===== src/rtl/me_frame_scheduler_if.sv =====
// Bundle between me_frame_scheduler and the host, the me_top core and the result consumer.
// Optional ME_FRAME_SCHEDULER_TIMEOUT_EN adds the sticky timeout flag.
interface me_frame_scheduler_if #(
    parameter int TB_LENGTH    = 16,
    parameter int SW_LENGTH    = 64,
    parameter int PE_OUT_WIDTH = 8,
    parameter int NUM_MB       = 4
);
    localparam int RANGE     = SW_LENGTH - TB_LENGTH + 1;
    localparam int CNT_WIDTH = $clog2(RANGE * RANGE);
    localparam int SAD_WIDTH = $clog2(TB_LENGTH * TB_LENGTH) + PE_OUT_WIDTH;
    localparam int MV_WIDTH  = $clog2(RANGE);
    localparam int MB_WIDTH  = (NUM_MB > 1) ? $clog2(NUM_MB) : 1;

    logic                 start;
    logic                 busy;
    logic                 done;
    logic                 me_req;
    logic                 me_ack;
    logic [CNT_WIDTH-1:0] me_min_cnt;
    logic [SAD_WIDTH-1:0] me_min_sad;
    logic [MB_WIDTH-1:0]  mb_idx;
    logic                 res_valid;
    logic                 res_ready;
    logic [MB_WIDTH-1:0]  res_mb;
    logic [MV_WIDTH-1:0]  res_mv_x;
    logic [MV_WIDTH-1:0]  res_mv_y;
    logic [SAD_WIDTH-1:0] res_sad;
`ifdef ME_FRAME_SCHEDULER_TIMEOUT_EN
    logic                 timeout;
`endif

    modport master (
        input  start, me_ack, me_min_cnt, me_min_sad, res_ready,
        output busy, done, me_req, mb_idx, res_valid, res_mb, res_mv_x, res_mv_y, res_sad
`ifdef ME_FRAME_SCHEDULER_TIMEOUT_EN
        , output timeout
`endif
    );

    modport slave (
        output start, me_ack, me_min_cnt, me_min_sad, res_ready,
        input  busy, done, me_req, mb_idx, res_valid, res_mb, res_mv_x, res_mv_y, res_sad
`ifdef ME_FRAME_SCHEDULER_TIMEOUT_EN
        , input timeout
`endif
    );
endinterface


===== src/rtl/me_frame_scheduler.sv =====
// Frame-level sequencer for me_top: per macroblock a four-phase req/ack, min_cnt -> (mv_x, mv_y)
// by iterative subtraction, one valid/ready result. ME_FRAME_SCHEDULER_TIMEOUT_EN adds an ack watchdog.
module me_frame_scheduler #(
    parameter int TB_LENGTH    = 16,
    parameter int SW_LENGTH    = 64,
    parameter int PE_OUT_WIDTH = 8,
    parameter int NUM_MB       = 4
`ifdef ME_FRAME_SCHEDULER_TIMEOUT_EN
    , parameter int TIMEOUT    = 8192
`endif
) (
    input logic clk,
    input logic rst,
    me_frame_scheduler_if.master bus
);
    localparam int RANGE     = SW_LENGTH - TB_LENGTH + 1;
    localparam int CNT_WIDTH = $clog2(RANGE * RANGE);
    localparam int SAD_WIDTH = $clog2(TB_LENGTH * TB_LENGTH) + PE_OUT_WIDTH;
    localparam int MV_WIDTH  = $clog2(RANGE);
    localparam int MB_WIDTH  = (NUM_MB > 1) ? $clog2(NUM_MB) : 1;

    localparam logic [CNT_WIDTH-1:0] RANGE_C = CNT_WIDTH'(RANGE);
    localparam logic [MB_WIDTH-1:0]  LAST_MB = MB_WIDTH'(NUM_MB - 1);

    typedef enum logic [2:0] {IDLE, REQ, REL, DIV, OUT} state_t;

    state_t               state;
    logic                 busy_r, done_r, me_req_r, res_valid_r;
    logic [MB_WIDTH-1:0]  mb_idx_r, res_mb_r;
    logic [MV_WIDTH-1:0]  res_mv_x_r, res_mv_y_r, quo;
    logic [SAD_WIDTH-1:0] res_sad_r;
    logic [CNT_WIDTH-1:0] rem;

`ifdef ME_FRAME_SCHEDULER_TIMEOUT_EN
    localparam int TMO_WIDTH = $clog2(TIMEOUT + 1);
    logic [TMO_WIDTH-1:0] tmo_cnt;
    logic                 timeout_r;
    logic                 ack_evt;

    // the edge each handshake state is waiting on; anything else counts toward the watchdog
    assign ack_evt = ((state == REQ) && me_req_r && bus.me_ack) ||
                     ((state == REL) && !bus.me_ack);
    assign bus.timeout = timeout_r;
`endif

    always_ff @(posedge clk) begin
        if (rst) begin
            state       <= IDLE;
            busy_r      <= 1'b0;
            done_r      <= 1'b0;
            me_req_r    <= 1'b0;
            res_valid_r <= 1'b0;
            mb_idx_r    <= '0;
            res_mb_r    <= '0;
            res_mv_x_r  <= '0;
            res_mv_y_r  <= '0;
            res_sad_r   <= '0;
            rem         <= '0;
            quo         <= '0;
`ifdef ME_FRAME_SCHEDULER_TIMEOUT_EN
            tmo_cnt     <= '0;
            timeout_r   <= 1'b0;
`endif
        end else begin
            done_r <= 1'b0;
            case (state)
                IDLE: begin
                    // done_r is high only in the first IDLE cycle; a start there is dropped
                    if (bus.start && !done_r) begin
                        mb_idx_r <= '0;
                        busy_r   <= 1'b1;
                        state    <= REQ;
`ifdef ME_FRAME_SCHEDULER_TIMEOUT_EN
                        timeout_r <= 1'b0;
`endif
                    end
                end
                REQ: begin
                    if (me_req_r && bus.me_ack) begin
                        rem       <= bus.me_min_cnt;
                        res_sad_r <= bus.me_min_sad;
                        quo       <= '0;
                        me_req_r  <= 1'b0;
                        state     <= REL;
                    end else if (!bus.me_ack) begin
                        // a stale ack keeps req low until the core has released it
                        me_req_r <= 1'b1;
                    end
                end
                REL: begin
                    if (!bus.me_ack) state <= DIV;
                end
                DIV: begin
                    if (rem >= RANGE_C) begin
                        rem <= rem - RANGE_C;
                        if (quo != '1) quo <= quo + MV_WIDTH'(1);
                    end else begin
                        res_mv_x_r  <= rem[MV_WIDTH-1:0];
                        res_mv_y_r  <= quo;
                        res_mb_r    <= mb_idx_r;
                        res_valid_r <= 1'b1;
                        state       <= OUT;
                    end
                end
                OUT: begin
                    if (bus.res_ready) begin
                        res_valid_r <= 1'b0;
                        if (mb_idx_r == LAST_MB) begin
                            busy_r <= 1'b0;
                            done_r <= 1'b1;
                            state  <= IDLE;
                        end else begin
                            mb_idx_r <= mb_idx_r + MB_WIDTH'(1);
                            state    <= REQ;
                        end
                    end
                end
                default: state <= IDLE;
            endcase

`ifdef ME_FRAME_SCHEDULER_TIMEOUT_EN
            // overrides the case above when the watchdog expires
            if (state == REQ || state == REL) begin
                if (ack_evt) begin
                    tmo_cnt <= '0;
                end else if (tmo_cnt == TMO_WIDTH'(TIMEOUT - 1)) begin
                    tmo_cnt     <= '0;
                    me_req_r    <= 1'b0;
                    timeout_r   <= 1'b1;
                    res_sad_r   <= '1;
                    res_mv_x_r  <= '0;
                    res_mv_y_r  <= '0;
                    res_mb_r    <= mb_idx_r;
                    res_valid_r <= 1'b1;
                    state       <= OUT;
                end else begin
                    tmo_cnt <= tmo_cnt + TMO_WIDTH'(1);
                end
            end
`endif
        end
    end

    assign bus.busy      = busy_r;
    assign bus.done      = done_r;
    assign bus.me_req    = me_req_r;
    assign bus.mb_idx    = mb_idx_r;
    assign bus.res_valid = res_valid_r;
    assign bus.res_mb    = res_mb_r;
    assign bus.res_mv_x  = res_mv_x_r;
    assign bus.res_mv_y  = res_mv_y_r;
    assign bus.res_sad   = res_sad_r;
endmodule


===== src/flat_wrapper.sv =====
// flat-port wrapper written by rule: the top's interface ports become plain ports
module me_frame_scheduler_flat 
#(
    parameter int TB_LENGTH    = 16,
    parameter int SW_LENGTH    = 64,
    parameter int PE_OUT_WIDTH = 8,
    parameter int NUM_MB       = 4

)
  (clk, rst, bus_start, bus_me_ack, bus_me_min_cnt, bus_me_min_sad, bus_res_ready, bus_busy, bus_done, bus_me_req, bus_mb_idx, bus_res_valid, bus_res_mb, bus_res_mv_x, bus_res_mv_y, bus_res_sad);
  me_frame_scheduler_if #(.TB_LENGTH(TB_LENGTH), .SW_LENGTH(SW_LENGTH), .PE_OUT_WIDTH(PE_OUT_WIDTH), .NUM_MB(NUM_MB)) bus_i ();
  input logic clk;
  input logic rst;
  input wire logic [$bits(bus_i.start)-1:0] bus_start;
  input wire logic [$bits(bus_i.me_ack)-1:0] bus_me_ack;
  input wire logic [$bits(bus_i.me_min_cnt)-1:0] bus_me_min_cnt;
  input wire logic [$bits(bus_i.me_min_sad)-1:0] bus_me_min_sad;
  input wire logic [$bits(bus_i.res_ready)-1:0] bus_res_ready;
  output wire logic [$bits(bus_i.busy)-1:0] bus_busy;
  output wire logic [$bits(bus_i.done)-1:0] bus_done;
  output wire logic [$bits(bus_i.me_req)-1:0] bus_me_req;
  output wire logic [$bits(bus_i.mb_idx)-1:0] bus_mb_idx;
  output wire logic [$bits(bus_i.res_valid)-1:0] bus_res_valid;
  output wire logic [$bits(bus_i.res_mb)-1:0] bus_res_mb;
  output wire logic [$bits(bus_i.res_mv_x)-1:0] bus_res_mv_x;
  output wire logic [$bits(bus_i.res_mv_y)-1:0] bus_res_mv_y;
  output wire logic [$bits(bus_i.res_sad)-1:0] bus_res_sad;
  assign bus_i.start = bus_start;
  assign bus_i.me_ack = bus_me_ack;
  assign bus_i.me_min_cnt = bus_me_min_cnt;
  assign bus_i.me_min_sad = bus_me_min_sad;
  assign bus_i.res_ready = bus_res_ready;
  assign bus_busy = bus_i.busy;
  assign bus_done = bus_i.done;
  assign bus_me_req = bus_i.me_req;
  assign bus_mb_idx = bus_i.mb_idx;
  assign bus_res_valid = bus_i.res_valid;
  assign bus_res_mb = bus_i.res_mb;
  assign bus_res_mv_x = bus_i.res_mv_x;
  assign bus_res_mv_y = bus_i.res_mv_y;
  assign bus_res_sad = bus_i.res_sad;
  me_frame_scheduler #(.TB_LENGTH(TB_LENGTH), .SW_LENGTH(SW_LENGTH), .PE_OUT_WIDTH(PE_OUT_WIDTH), .NUM_MB(NUM_MB)) u_core (.clk(clk), .rst(rst), .bus(bus_i));
endmodule

===== config.mk =====
export PLATFORM = sky130hd
export DESIGN_NAME = me_frame_scheduler_flat
export DESIGN_NICKNAME = d
export VERILOG_FILES = /design/src/rtl/me_frame_scheduler_if.sv /design/src/rtl/me_frame_scheduler.sv /design/src/flat_wrapper.sv
export SDC_FILE = /design/constraint.sdc
export NUM_CORES = 1
export LEC_CHECK = 0
export BUFFER_PORTS_ARGS = -buffer_cell sky130_fd_sc_hd__buf_4
export CAP_MARGIN = 5
export CORE_ASPECT_RATIO = 2
export CORE_UTILIZATION = 41
export CTS_CLUSTER_DIAMETER = 80
export DETAILED_ROUTE_END_ITERATION = 6
export GPL_TIMING_DRIVEN = 0
export PLACE_DENSITY = 0.62
export SLEW_MARGIN = 25
export SYNTH_ARGS = -nofsm -noshare
export SYNTH_HDL_FRONTEND = slang
export SYNTH_SLANG_ARGS = --single-unit

===== constraint.sdc =====
create_clock -name clk -period 5.75 [get_ports clk]
set_input_delay 0.2875 -clock clk [delete_from_list [all_inputs] [get_ports clk]]
set_output_delay 0.2875 -clock clk [all_outputs]
set_load 0.05 [all_outputs]

Word level (Yosys, flattened, before mapping)
Index checks and enable logic that the tools add are counted.
- bits in registers: 57
- input port bits: 33
- output and inout bits: 36
- logic and storage cells: 80
- add/subtract/negate cells: 3
- magnitude comparators: 1
- equality and inequality tests: 16
- muxes and demuxes: 28
- bitwise gates (word level): 3
- reductions and logical operators: 17
- operators with widths (operator ; number):
    two-way mux 12 bit ; 2
    one-hot mux 12 bit (2 select lines) ; 1
    two-way mux 6 bit ; 3
    two-way mux 3 bit ; 5
    one-hot mux 3 bit (5 select lines) ; 1
    greater-or-equal comparator 12 x 6 -> 1 bit (second input constant) ; 1
    inequality test 2 x 1 -> 1 bit (second input constant) ; 6
    one-hot mux 6 bit (2 select lines) ; 1
    AND reduction 4 bit ; 3
    subtractor 12 x 6 -> 12 bit (second input constant) ; 1
    two-way mux 1 bit ; 9
    inequality test 2 bit (second input constant) ; 4
    adder 6 x 1 -> 6 bit (second input constant) ; 1
    == test 3 x 2 -> 1 bit (second input constant) ; 2
    two-way mux 2 bit ; 3
    inequality test 6 bit (second input constant) ; 1
    AND reduction 2 bit ; 3
    AND reduction 3 bit ; 2
    nonzero test 2 bit ; 3
    AND reduction 5 bit ; 1
    one-hot mux 1 bit (2 select lines) ; 2
    one-hot mux 2 bit (2 select lines) ; 1
    == test 3 x 1 -> 1 bit (second input constant) ; 1
    == test 3 bit (second input constant) ; 1
    other kinds (7) ; 10

Depth between registers and ports, before layout
Gate-level depths: netlist of run 1.
- word-level depth: 4
- depth in mapped cells: 9
- depth with buffers taken out: 7

Least setup slack after synthesis of run 1
Ideal clock, no wire load.
- path kind: register to register
- from: register u_core.rem[6]
- to: register u_core.res_mb_r[1] (netlist: u_core.bus.res_mb[1])
- library setup time: 128 ps
- arrival time: 2174 ps
- required time: 5622 ps
- path slack: 3449 ps
- cell stages (with the launch flop): 9
- buffers on the path: 3
- period minus slack after synthesis: 2301 ps
- cell sequence: dfxtp_1 > buf_6 > or4_1 > buf_2 > or3_4 > nor3_4 > buf_8 > mux2i_1 > nor2_1
- word-level cells in the longest chain between the ends: 3
- RTL lines (element ; RTL line ; source):
    from (decl) ; me_frame_scheduler.sv:32 ; logic [CNT_WIDTH-1:0] rem;
    from (signal assigned) ; me_frame_scheduler.sv:80 ; rem <= bus.me_min_cnt;
    from (signal assigned) ; me_frame_scheduler.sv:95 ; rem <= rem - RANGE_C;
    greater-or-equal comparator 12 x 6 -> 1 bit ; me_frame_scheduler.sv:94 ; if (rem >= RANGE_C) begin
    NOT 1 bit (no line) ; -- ;
    AND reduction 2 bit (no line) ; -- ;
    to (signal assigned) ; me_frame_scheduler.sv:100 ; res_mb_r <= mb_idx_r;
    to (decl) ; me_frame_scheduler.sv:29 ; logic [MB_WIDTH-1:0] mb_idx_r, res_mb_r;
No other way between the ends.
A chain may end at the register's enable or synchronous reset.

Final worst setup path of run 1
Ends and elaborated chain as after synthesis.

==> results of run 1 <==
[worst max path at each step]
stage	endpoint	slack, ns	start
final	u_core.bus.res_mb[1]	3.25	u_core.rem[6]
after global routing	u_core.bus.res_mb[0]	3.05	u_core.rem[0]
after CTS	u_core.bus.res_mb[1]	3.22	u_core.rem[6]
after detailed placement	u_core.bus.res_mb[1]	3.23	u_core.rem[6]
after global placement	u_core.bus.res_mb[1]	3.26	u_core.rem[6]
after floorplan	u_core.bus.res_mb[1]	3.45	u_core.rem[6]
[power by group through the flow]
stage / Combinational (uW) / Sequential, uW / Clock [uW]
global placement: 84.5 / 414 / 0
floorplan: 38.3 / 425 / 0
finish: 84.9 / 406 / 498
global route: 91.4 / 407 / 526
detailed placement: 85.1 / 414 / 0
CTS: 85.5 / 406 / 506
[final cells by class]
| type | instances | area (um^2) | area share (%) |
|---|---|---|---|
| buffer | 25 | 150 | 4.18 |
| clock buffer | 12 | 267 | 7.42 |
| sequential | 57 | 1140 | 31.8 |
| clock inverter | 3 | 15.0 | 0.418 |
| multi-input combinational | 235 | 1380 | 38.5 |
| inverter | 5 | 18.8 | 0.522 |
| timing repair buffer | 68 | 510 | 14.2 |
| tap | 86 | 108 | 3.00 |
[worst max-delay path, delay by kind of cell (launching register included)]
kind                   cells  cell delay [ns]
buffers and inverters      3             0.52
DFF                        1             0.30
muxes                      1             0.19
and+or+nand+nor            4             1.36
[logic make-up (layout without fill, tap and decap cells)]
| logic type | Yosys count | count (layout) | synth area share, % |
|---|---|---|---|
| and+or+nand+nor | 134 | 134 | 25.0 |
| AOI/OAI and AO/OA | 80 | 80 | 18.2 |
| DFF | 57 | 57 | 42.4 |
| buffers and inverters | 30 | 113 | 6.27 |
| muxes | 15 | 15 | 5.62 |
| adders and majority gates | 4 | 4 | 1.86 |
| xor gates and xnor gates | 2 | 2 | 0.651 |
[sequential cells by signal, summed over array words and instances, names as in the netlist]
name and cells:
u_core.bus.res_valid 1, u_core.bus.mb_idx 2, u_core.bus.res_sad 16, u_core.bus.me_req 1
u_core.quo 6, u_core.bus.done 1, u_core.rem 12, u_core.state 3
u_core.bus.busy 1, u_core.bus.res_mb 2, u_core.bus.res_mv_x 6, u_core.bus.res_mv_y 6
[Yosys cell counts, drive strengths merged (4+ instances only)]
cell type  number  area share [%]
mux2i          14             5.2
a21oi          44             8.2
buf             8             2.4
ha              4             1.9
nand3          10             1.9
a31oi           5             1.2
nand2          51             7.1
nand2b          5             1.2
dfxtp          57              42
nor3            6             1.5
o21ai           8             1.6
clkbuf         17             3.2
inv             5            0.70
nand3b          7             2.0
nor3b           6             1.7
nor2           29             4.0
[layer usage]
metal | vias to the layer above | share of wire [%]
met5 | - | 0
li1 | 1295 | -
met3 | 26 | 4.5
met4 | 0 | 4.0
met2 | 77 | 53
met1 | 1213 | 38
[per-stage QoR]
stage	util (%)	std cells	power, uW	hold slack, ns
after floorplan	-	322	464	0.383
after global placement	52.5	476	499	0.442
after detailed placement	52.5	476	499	0.449
after CTS	56.9	491	997	0.173
after global routing	56.9	491	1020	0.197
final	56.9	491	990	0.177
==> results by group, run 1 <==
Clock network
  • Clock tree from TritonCTS: done
  • Clk Tree Root Cell: clkbuf_16
  • Resize count post-CTS: 0
  • Clock buffer count from CTS: 9
  • Clock sink total: 57
  • Post-CTS clock slew at the launch and capture registers of the worst setup and hold paths: 0.05 ns
  • Clock latency at the later pin of the worst-skew pair: 0.33 ns
  • Maximum clock path buffer count: 2
  • Post-CTS setup-driven buffer insertion count: 0
  • H-tree Lvls: 3
  • Number of buffers added to fix hold violations after cts: 0

GRT
  • Wire length of the first global-routing pass: 11.9 mm
  • Total global routing track utilization: 23.3%
  • Most crowded layer after global routing: met2
  • Final global-route overflow total: 0
  • Fraction of met3 tracks used by global routing: 5.76%
  • Largest net degree at the start of global routing: 11
  • Via count of the first global-routing pass: 2503
  • Met2 track utilization from global routing: 41.6%
  • Initial antenna violation count: 0
  • Met1 Use GR: 23.1%

Setup path
  • Crit path DAT: 2.69 ns
  • Type of the worst setup path: register to register
  • Maximum net fanout on the critical path: 10
  • Cells along the critical path: buf_6 > or4_1 > buf_2 > or3_4 > nor3_4 > buf_8 > mux2i_1 > nor2_1
  • Worst Setup End Kind: register
  • R2R cell count: 8
  • Required time worst endpoint: 5.94 ns
  • Delay of the slowest critical-path stage: 0.51 ns
  • Register-to-register path setup slack: 3.25 ns
  • Kind of start point of the critical path: register
  • Crit path max-delay cell type: or4_1
  • Start of the worst register-to-register path: u_core.rem[6]
  • R2r endpoint: u_core.bus.res_mb[1]

Power and ir drop
  • Switching Share: 23.2%
  • Sequential share of power: 41.1%
  • Share of total power in the clock network: 50.4%
  • Static leakage: 0.00141 uW
  • Internal power: 760 uW
  • Logic gate share of total power: 8.6%
  • Switching component of the power: 230 uW
  • Power density over cell area: 275 nW/um^2
  • Largest voltage drop on the vdd net: 0.185 mV

Place
  • Standard cell area after detailed placement: 3310 um^2
  • Detail Placement HPWL: 5.42 mm
  • Number of port buffers: 68
  • Setup slack at placement: 3.23 ns
  • Routability congestion estimate: 0.890

Floorplan
  • I/O pin cnt: 69
  • Die Outline Area: 6920 um^2
  • Die boundary height: 117 um
  • Core footprint: 6310 um^2
  • Horizontal die dimension: 59.3 um
  • Row Count: 41
  • Initial cell density of the core: 42.7%

Timing
  • Transition time at the pin with the least slew margin: 0.642 ns
  • Sum of negative setup slack: 0 ns
  • Time the worst path needs with I/O delays and setup: 2.50 ns
  • Skew final: 0.00535 ns
  • Final setup slack of the worst path: 3.25 ns
  • Worst relative slew slack: 57.2%
  • Final Cycle Share: 43.4%
  • Hold violation total from the final report: 0
  • Unrepaired setup endpoints after global routing: false
  • Achievable clock frequency: 401 MHz
  • Number of setup violations in the final report: 0
  • Count of final max-slew check failures: 0

Layout
  • Antenna diode count: 0
  • Count of fill cells added during filler insertion: 610
  • Fraction of final layout cells with drive strength greater than 1: 25.2%
  • Top library cells by usage in the layout, fill and taps aside: 69 x buf_4, 57 x dfxtp_1, 51 x nand2_1
  • Most common cell after layout, fill and taps aside: buf_4
  • Number of nets at the end of the flow: 438
  • Synthesis-to-finish area growth: 33.4%
  • Cell area after layout: 3590 um^2

Synth
  • Synth Register Bits: 57
  • Net Count, Synth: 359
  • Post-synth EDFFs: 0
  • Share of the yosys chip area belonging to registers: 42.4%
  • Post-Synthesis Cells: 322
  • Per-instance average area after synthesis: 8.36 um^2
  • Netlist Area Pre-Place: 2690 um^2
  • Count of cell types in the netlist: 56
  • Async SR Flop Fraction: 0%
  • Ys flop type: dfxtp_1
  • Number of warnings issued by yosys: 0

Drt
  • Via count: 2611
  • Vias per std cell: 5.32
  • Routed length per placed instance: 15.1 um
  • Total routed wirelength: 7.41 mm
  • Post-detailed-route count of antenna-violating nets: 0
  • DR iter-0 viols: 87
  • DRC violation count after routing: 0
  • Drt first pass iters: 4

Min path
  • Hold path startpoint: bus_me_ack
  • Endpoint of the worst hold-timing path: u_core.bus.me_req
  • Worst min-delay path class: primary input to register
  • Hold depth: 2

Run status
  • Outcome: completed

Run
  • Max-cap violation count: 0
No activity file was read; power rests on OpenSTA's default activity.
==> run 2, diff against run 1 <==
==> constraint.sdc (replaced) <==
create_clock -name clk -period 2.6 [get_ports clk]
set_input_delay 0.13 -clock clk [delete_from_list [all_inputs] [get_ports clk]]
set_output_delay 0.13 -clock clk [all_outputs]
set_load 0.05 [all_outputs]
==> results by group, run 2 (synthesized netlist as in run 1, its figures left out) <==
Run status
  • Outcome: completed

Floorplan
  • Row Count: 41
  • Die Outline Area: 6920 um^2
  • I/O pin cnt: 69
  • Core footprint: 6310 um^2
  • Initial cell density of the core: 42.7%
  • Die boundary height: 117 um
  • Horizontal die dimension: 59.3 um

Timing
  • Transition time at the pin with the least slew margin: 0.638 ns
  • Worst relative slew slack: 57.5%
  • Hold violation total from the final report: 0
  • Final setup slack of the worst path: 0.183 ns
  • Skew final: 0.00492 ns
  • Unrepaired setup endpoints after global routing: false
  • Sum of negative setup slack: 0 ns
  • Final Cycle Share: 93.0%
  • Number of setup violations in the final report: 0
  • Count of final max-slew check failures: 0
  • Time the worst path needs with I/O delays and setup: 2.42 ns
  • Achievable clock frequency: 414 MHz

Clock network
  • Clock latency at the later pin of the worst-skew pair: 0.33 ns
  • H-tree Lvls: 3
  • Clock sink total: 57
  • Clock buffer count from CTS: 9
  • Maximum clock path buffer count: 2
  • Clk Tree Root Cell: clkbuf_16
  • Number of buffers added to fix hold violations after cts: 0
  • Post-CTS clock slew at the launch and capture registers of the worst setup and hold paths: 0.05 ns
  • Clock tree from TritonCTS: done

Power and ir drop
  • Logic gate share of total power: 8.6%
  • Internal power: 1680 uW
  • Switching component of the power: 509 uW
  • Share of total power in the clock network: 50.3%
  • Switching Share: 23.2%
  • Static leakage: 0.00143 uW
  • Power density over cell area: 603 nW/um^2
  • Sequential share of power: 41.1%
  • Largest voltage drop on the vdd net: 0.409 mV

Drt
  • Via count: 2628
  • Vias per std cell: 5.31
  • DR iter-0 viols: 94
  • Post-detailed-route count of antenna-violating nets: 0
  • DRC violation count after routing: 0
  • Drt first pass iters: 4
  • Routed length per placed instance: 15.1 um
  • Total routed wirelength: 7.50 mm

Layout
  • Top library cells by usage in the layout, fill and taps aside: 73 x buf_4, 57 x dfxtp_1, 51 x nand2_1
  • Final instance count without filler cells: 495
  • Synthesis-to-finish area growth: 34.9%
  • Utilization after layout: 57.6%
  • Fraction of final layout cells with drive strength greater than 1: 26.4%
  • Number of nets at the end of the flow: 442
  • Max FFs per register: 16
  • Most common cell after layout, fill and taps aside: buf_4
  • Antenna diode count: 0

Setup path
  • Start of the worst register-to-register path: u_core.rem[6]
  • Type of the worst setup path: register to register
  • Start point of the critical path: u_core.rem[6]
  • Crit path DAT: 2.61 ns
  • Register-to-register path setup slack: 0.18 ns
  • Maximum net fanout on the critical path: 10
  • Required time worst endpoint: 2.79 ns
  • Kind of start point of the critical path: register
  • Worst Setup End Kind: register

GRT
  • Largest net degree at the start of global routing: 11
  • Wire length of the first global-routing pass: 11.9 mm
  • Total global routing track utilization: 23.3%
  • Final global-route overflow total: 0
  • Via count of the first global-routing pass: 2503
  • Initial antenna violation count: 0

Place
  • Number of port buffers: 68
  • Detail Placement HPWL: 5.42 mm
  • Setup slack at placement: 0.0772 ns
  • Placed cell count: 476
  • Routability congestion estimate: 0.890

Run
  • Max-cap violation count: 0

Min path
  • Worst min-delay path class: primary input to register
  • Hold path startpoint: bus_me_ack
run 2: cell type report:
cell class	count	area, um^2
timing repair buffer	72	541
clock inverter	3	15.0
sequential	57	1140
tap	86	108
fill	615	2680
clock buffer	12	267
inverter	5	18.8
buffer	25	150
multi-input combinational	235	1390
run 2: worst paths after layout:
path / endpoint / cells after the start
setup / recovery: u_core.bus.res_mb[1] / 8
hold / removal: u_core.bus.me_req / 2
setup reg to reg: u_core.bus.res_mb[1] / 8
hold reg to reg: u_core.bus.res_sad[0] / 2
run 2: what timing repair did:
action	in CTS	in global routing
setup endpoints to repair	0	11
buffers inserted	0	4
endpoints found under the hold margin	0	0
resized for setup	0	2
run 2: routing by layer:
metal / global-route usage [%] / vias to the layer above / wire, um
met3: 5.76 / 25 / 327
met4: 15.1 / 0 / 292
met5: 0 / - / 0
li1: - / 1304 / -
met1: 23.1 / 1230 / 2850
met2: 41.6 / 69 / 4030
run 2: through the flow:
stage / hold WS [ns] / area (um^2) / total power (uW)
after floorplan: 0.226 / 2690 / 1030
after global placement: 0.352 / 3310 / 1100
after detailed placement: 0.359 / 3310 / 1100
after CTS: 0.0158 / 3590 / 2210
after global routing: 0.0395 / 3630 / 2270
final: 0.0192 / 3630 / 2190
run 2: power by group through the flow:
| stage | Combinational (uW) | Clock [uW] | Sequential [uW] |
|---|---|---|---|
| floorplan | 84.6 | 0 | 941 |
| global placement | 187 | 0 | 916 |
| detailed placement | 188 | 0 | 916 |
| CTS | 189 | 1120 | 898 |
| global route | 204 | 1160 | 900 |
| finish | 189 | 1100 | 899 |
run 2: worst max-delay path, cell delays in order (launching register included):
cell	delay, ns
dfxtp_1	0.30
buf_6	0.13
or4_1	0.51
buf_2	0.17
or3_4	0.37
nor3_4	0.36
buf_8	0.21
mux2i_1	0.19
nor2_1	0.05
==> run 3, diff against run 2 <==
--- a/config.mk
+++ b/config.mk
@@ -7,7 +7,7 @@
 export LEC_CHECK = 0
 export BUFFER_PORTS_ARGS = -buffer_cell sky130_fd_sc_hd__buf_4
 export CAP_MARGIN = 5
-export CORE_ASPECT_RATIO = 2
+export CORE_ASPECT_RATIO = 1.4
 export CORE_UTILIZATION = 41
 export CTS_CLUSTER_DIAMETER = 80
 export DETAILED_ROUTE_END_ITERATION = 6
==> results by group, run 3 (synthesized netlist as in run 1, its figures left out) <==
Setup path
  • Delay of the slowest critical-path stage: 0.50 ns
  • Critical path buffer and inverter count: 4
  • Type of the worst setup path: register to register
  • Most used cell, CP: buf_2
  • Largest delay share family, worst path: buffers and inverters
  • Cells along the critical path: buf_6 > or4_1 > buf_2 > o31ai_1 > and3_1 > clkbuf_2 > buf_2 > a21oi_1 > o32ai_1
  • Required time worst endpoint: 2.84 ns
  • Kind of start point of the critical path: register
  • Crit path DAT: 2.64 ns
  • Worst Setup End Kind: register
  • Crit path max-delay cell type: or4_1
  • Maximum net fanout on the critical path: 10
  • Start point of the critical path: u_core.rem[6]
  • Start of the worst register-to-register path: u_core.rem[6]

Floorplan
  • Core footprint: 6300 um^2
  • Die Outline Area: 6900 um^2
  • Horizontal die dimension: 70.5 um
  • Initial cell density of the core: 42.8%
  • I/O pin cnt: 69
  • Row Count: 34
  • Die boundary height: 97.9 um

Drt
  • Routed length per placed instance: 14.7 um
  • Total routed wirelength: 7.06 mm
  • DRC violation count after routing: 4
  • Post-detailed-route count of antenna-violating nets: 0
  • DR iter-0 viols: 102
  • Vias per std cell: 5.36
  • Via count: 2573
  • Drt first pass iters: 6

Run status
  • Violated checks: DRC
  • Outcome: finished with violations

Clock network
  • Maximum clock path buffer count: 2
  • Clock buffer count from CTS: 9
  • Clock tree from TritonCTS: done
  • Clk Tree Root Cell: clkbuf_8
  • Clock sink total: 57
  • Clock latency at the later pin of the worst-skew pair: 0.34 ns
  • Post-CTS clock slew at the launch and capture registers of the worst setup and hold paths: 0.07 ns
  • H-tree Lvls: 3

Power and ir drop
  • Share of total power in the clock network: 48.3%
  • Switching Share: 22.4%
  • Largest voltage drop on the vdd net: 0.334 mV
  • Static leakage: 0.00140 uW
  • Power density over cell area: 590 nW/um^2
  • Switching component of the power: 470 uW
  • Logic gate share of total power: 9.0%
  • Sequential share of power: 42.8%
  • Internal power: 1630 uW

Timing
  • Hold violation total from the final report: 0
  • Skew final: 0.00787 ns
  • Count of final max-slew check failures: 0
  • Final Cycle Share: 92.4%
  • Worst relative slew slack: 59.5%
  • Sum of negative setup slack: 0 ns
  • Transition time at the pin with the least slew margin: 0.592 ns
  • Achievable clock frequency: 416 MHz
  • Number of setup violations in the final report: 0
  • Unrepaired setup endpoints after global routing: false
  • Time the worst path needs with I/O delays and setup: 2.40 ns

GRT
  • Final global-route overflow total: 0
  • Wire length of the first global-routing pass: 11.3 mm
  • Via count of the first global-routing pass: 2387
  • Initial antenna violation count: 0
  • Largest net degree at the start of global routing: 11
  • Total global routing track utilization: 21.3%

Min path
  • Worst min-delay path class: primary input to register
  • Hold path startpoint: bus_me_min_sad[3]

Place
  • Standard cell area after detailed placement: 3290 um^2
  • Detail Placement HPWL: 5.06 mm
  • Number of port buffers: 68
  • Routability congestion estimate: 0.905

Layout
  • Count of fill cells added during filler insertion: 606
  • Top library cells by usage in the layout, fill and taps aside: 70 x buf_4, 57 x dfxtp_1, 51 x nand2_1
  • Antenna diode count: 0
  • Number of nets at the end of the flow: 440
  • Most common cell after layout, fill and taps aside: buf_4
  • Synthesis-to-finish area growth: 32.0%
  • Max FFs per register: 16
  • Utilization after layout: 56.4%
  • Fraction of final layout cells with drive strength greater than 1: 25.5%
  • Cell area after layout: 3550 um^2

Run
  • Max-cap violation count: 0
[run 3: cell count changes in the layout (fill, tap and decap cells not counted), sizes merged]
cell,delta
bufinv,+3
dlygate4sd3,+1
clkbuf,-2
buf,-3
[run 3: power by group through the flow]
stage               registers [uW]  logic, uW  clock network, uW
detailed placement             916        187                  0
CTS                            896        189               1030
global route                   898        204               1070
finish                         897        188               1010
floorplan                      941       84.6                  0
global placement               915        186                  0
[run 3: layout make-up]
type | count | area [um^2] | area share (%)
repair buffers | 70 | 528 | 14.9
clock buffers | 10 | 138 | 3.87
inverters | 5 | 18.8 | 0.528
well taps | 72 | 90.1 | 2.54
clock inverters | 6 | 105 | 2.96
plain buffers | 25 | 150 | 4.23
multi-input cells | 235 | 1380 | 38.9
flip-flops and latches | 57 | 1140 | 32.1
[run 3: layer usage]
layer | vias to the layer above | wire [um] | global-route usage [%]
li1 | 1299 | - | -
met1 | 1199 | 2990 | 23.8
met2 | 60 | 3620 | 36.2
met3 | 15 | 283 | 5.06
met4 | 0 | 170 | 13.0
met5 | - | 0 | 0
[run 3: path summary, 6_finish.rpt]
check	slack (ns)	end	depth (start not counted)
worst max-delay path	0.20	u_core.rem[3]	9
worst min-delay path	0.04	u_core.bus.res_sad[3]	3
worst max register to register	0.20	u_core.rem[3]	9
worst min register to register	0.45	u_core.bus.res_sad[14]	2
[run 3: through the flow]
step           power, uW  hold WS (ns)  cells  setup WS (ns)
2_1_floorplan       1030         0.226    322          0.299
3_3_place_gp        1100         0.354    462          0.134
3_5_place_dp        1100         0.349    462         0.0582
4_1_cts             2120        0.0185    479         0.0493
5_1_grt             2170        0.0154    480         0.0237
6_report            2100        0.0375    480          0.197
[run 3: tightest hold or removal path, stage by stage]
cell     delay (ns)
buf_4          0.11
nand2_1        0.04
a21oi_1        0.05
[run 3: repair_timing]
action                                  4_1_cts  5_1_grt
endpoints found under the setup margin        0        4
buffers inserted                              0        1
gates resized for setup                       0        0
hold endpoints to repair                      1        0
hold buffers                                  1        0
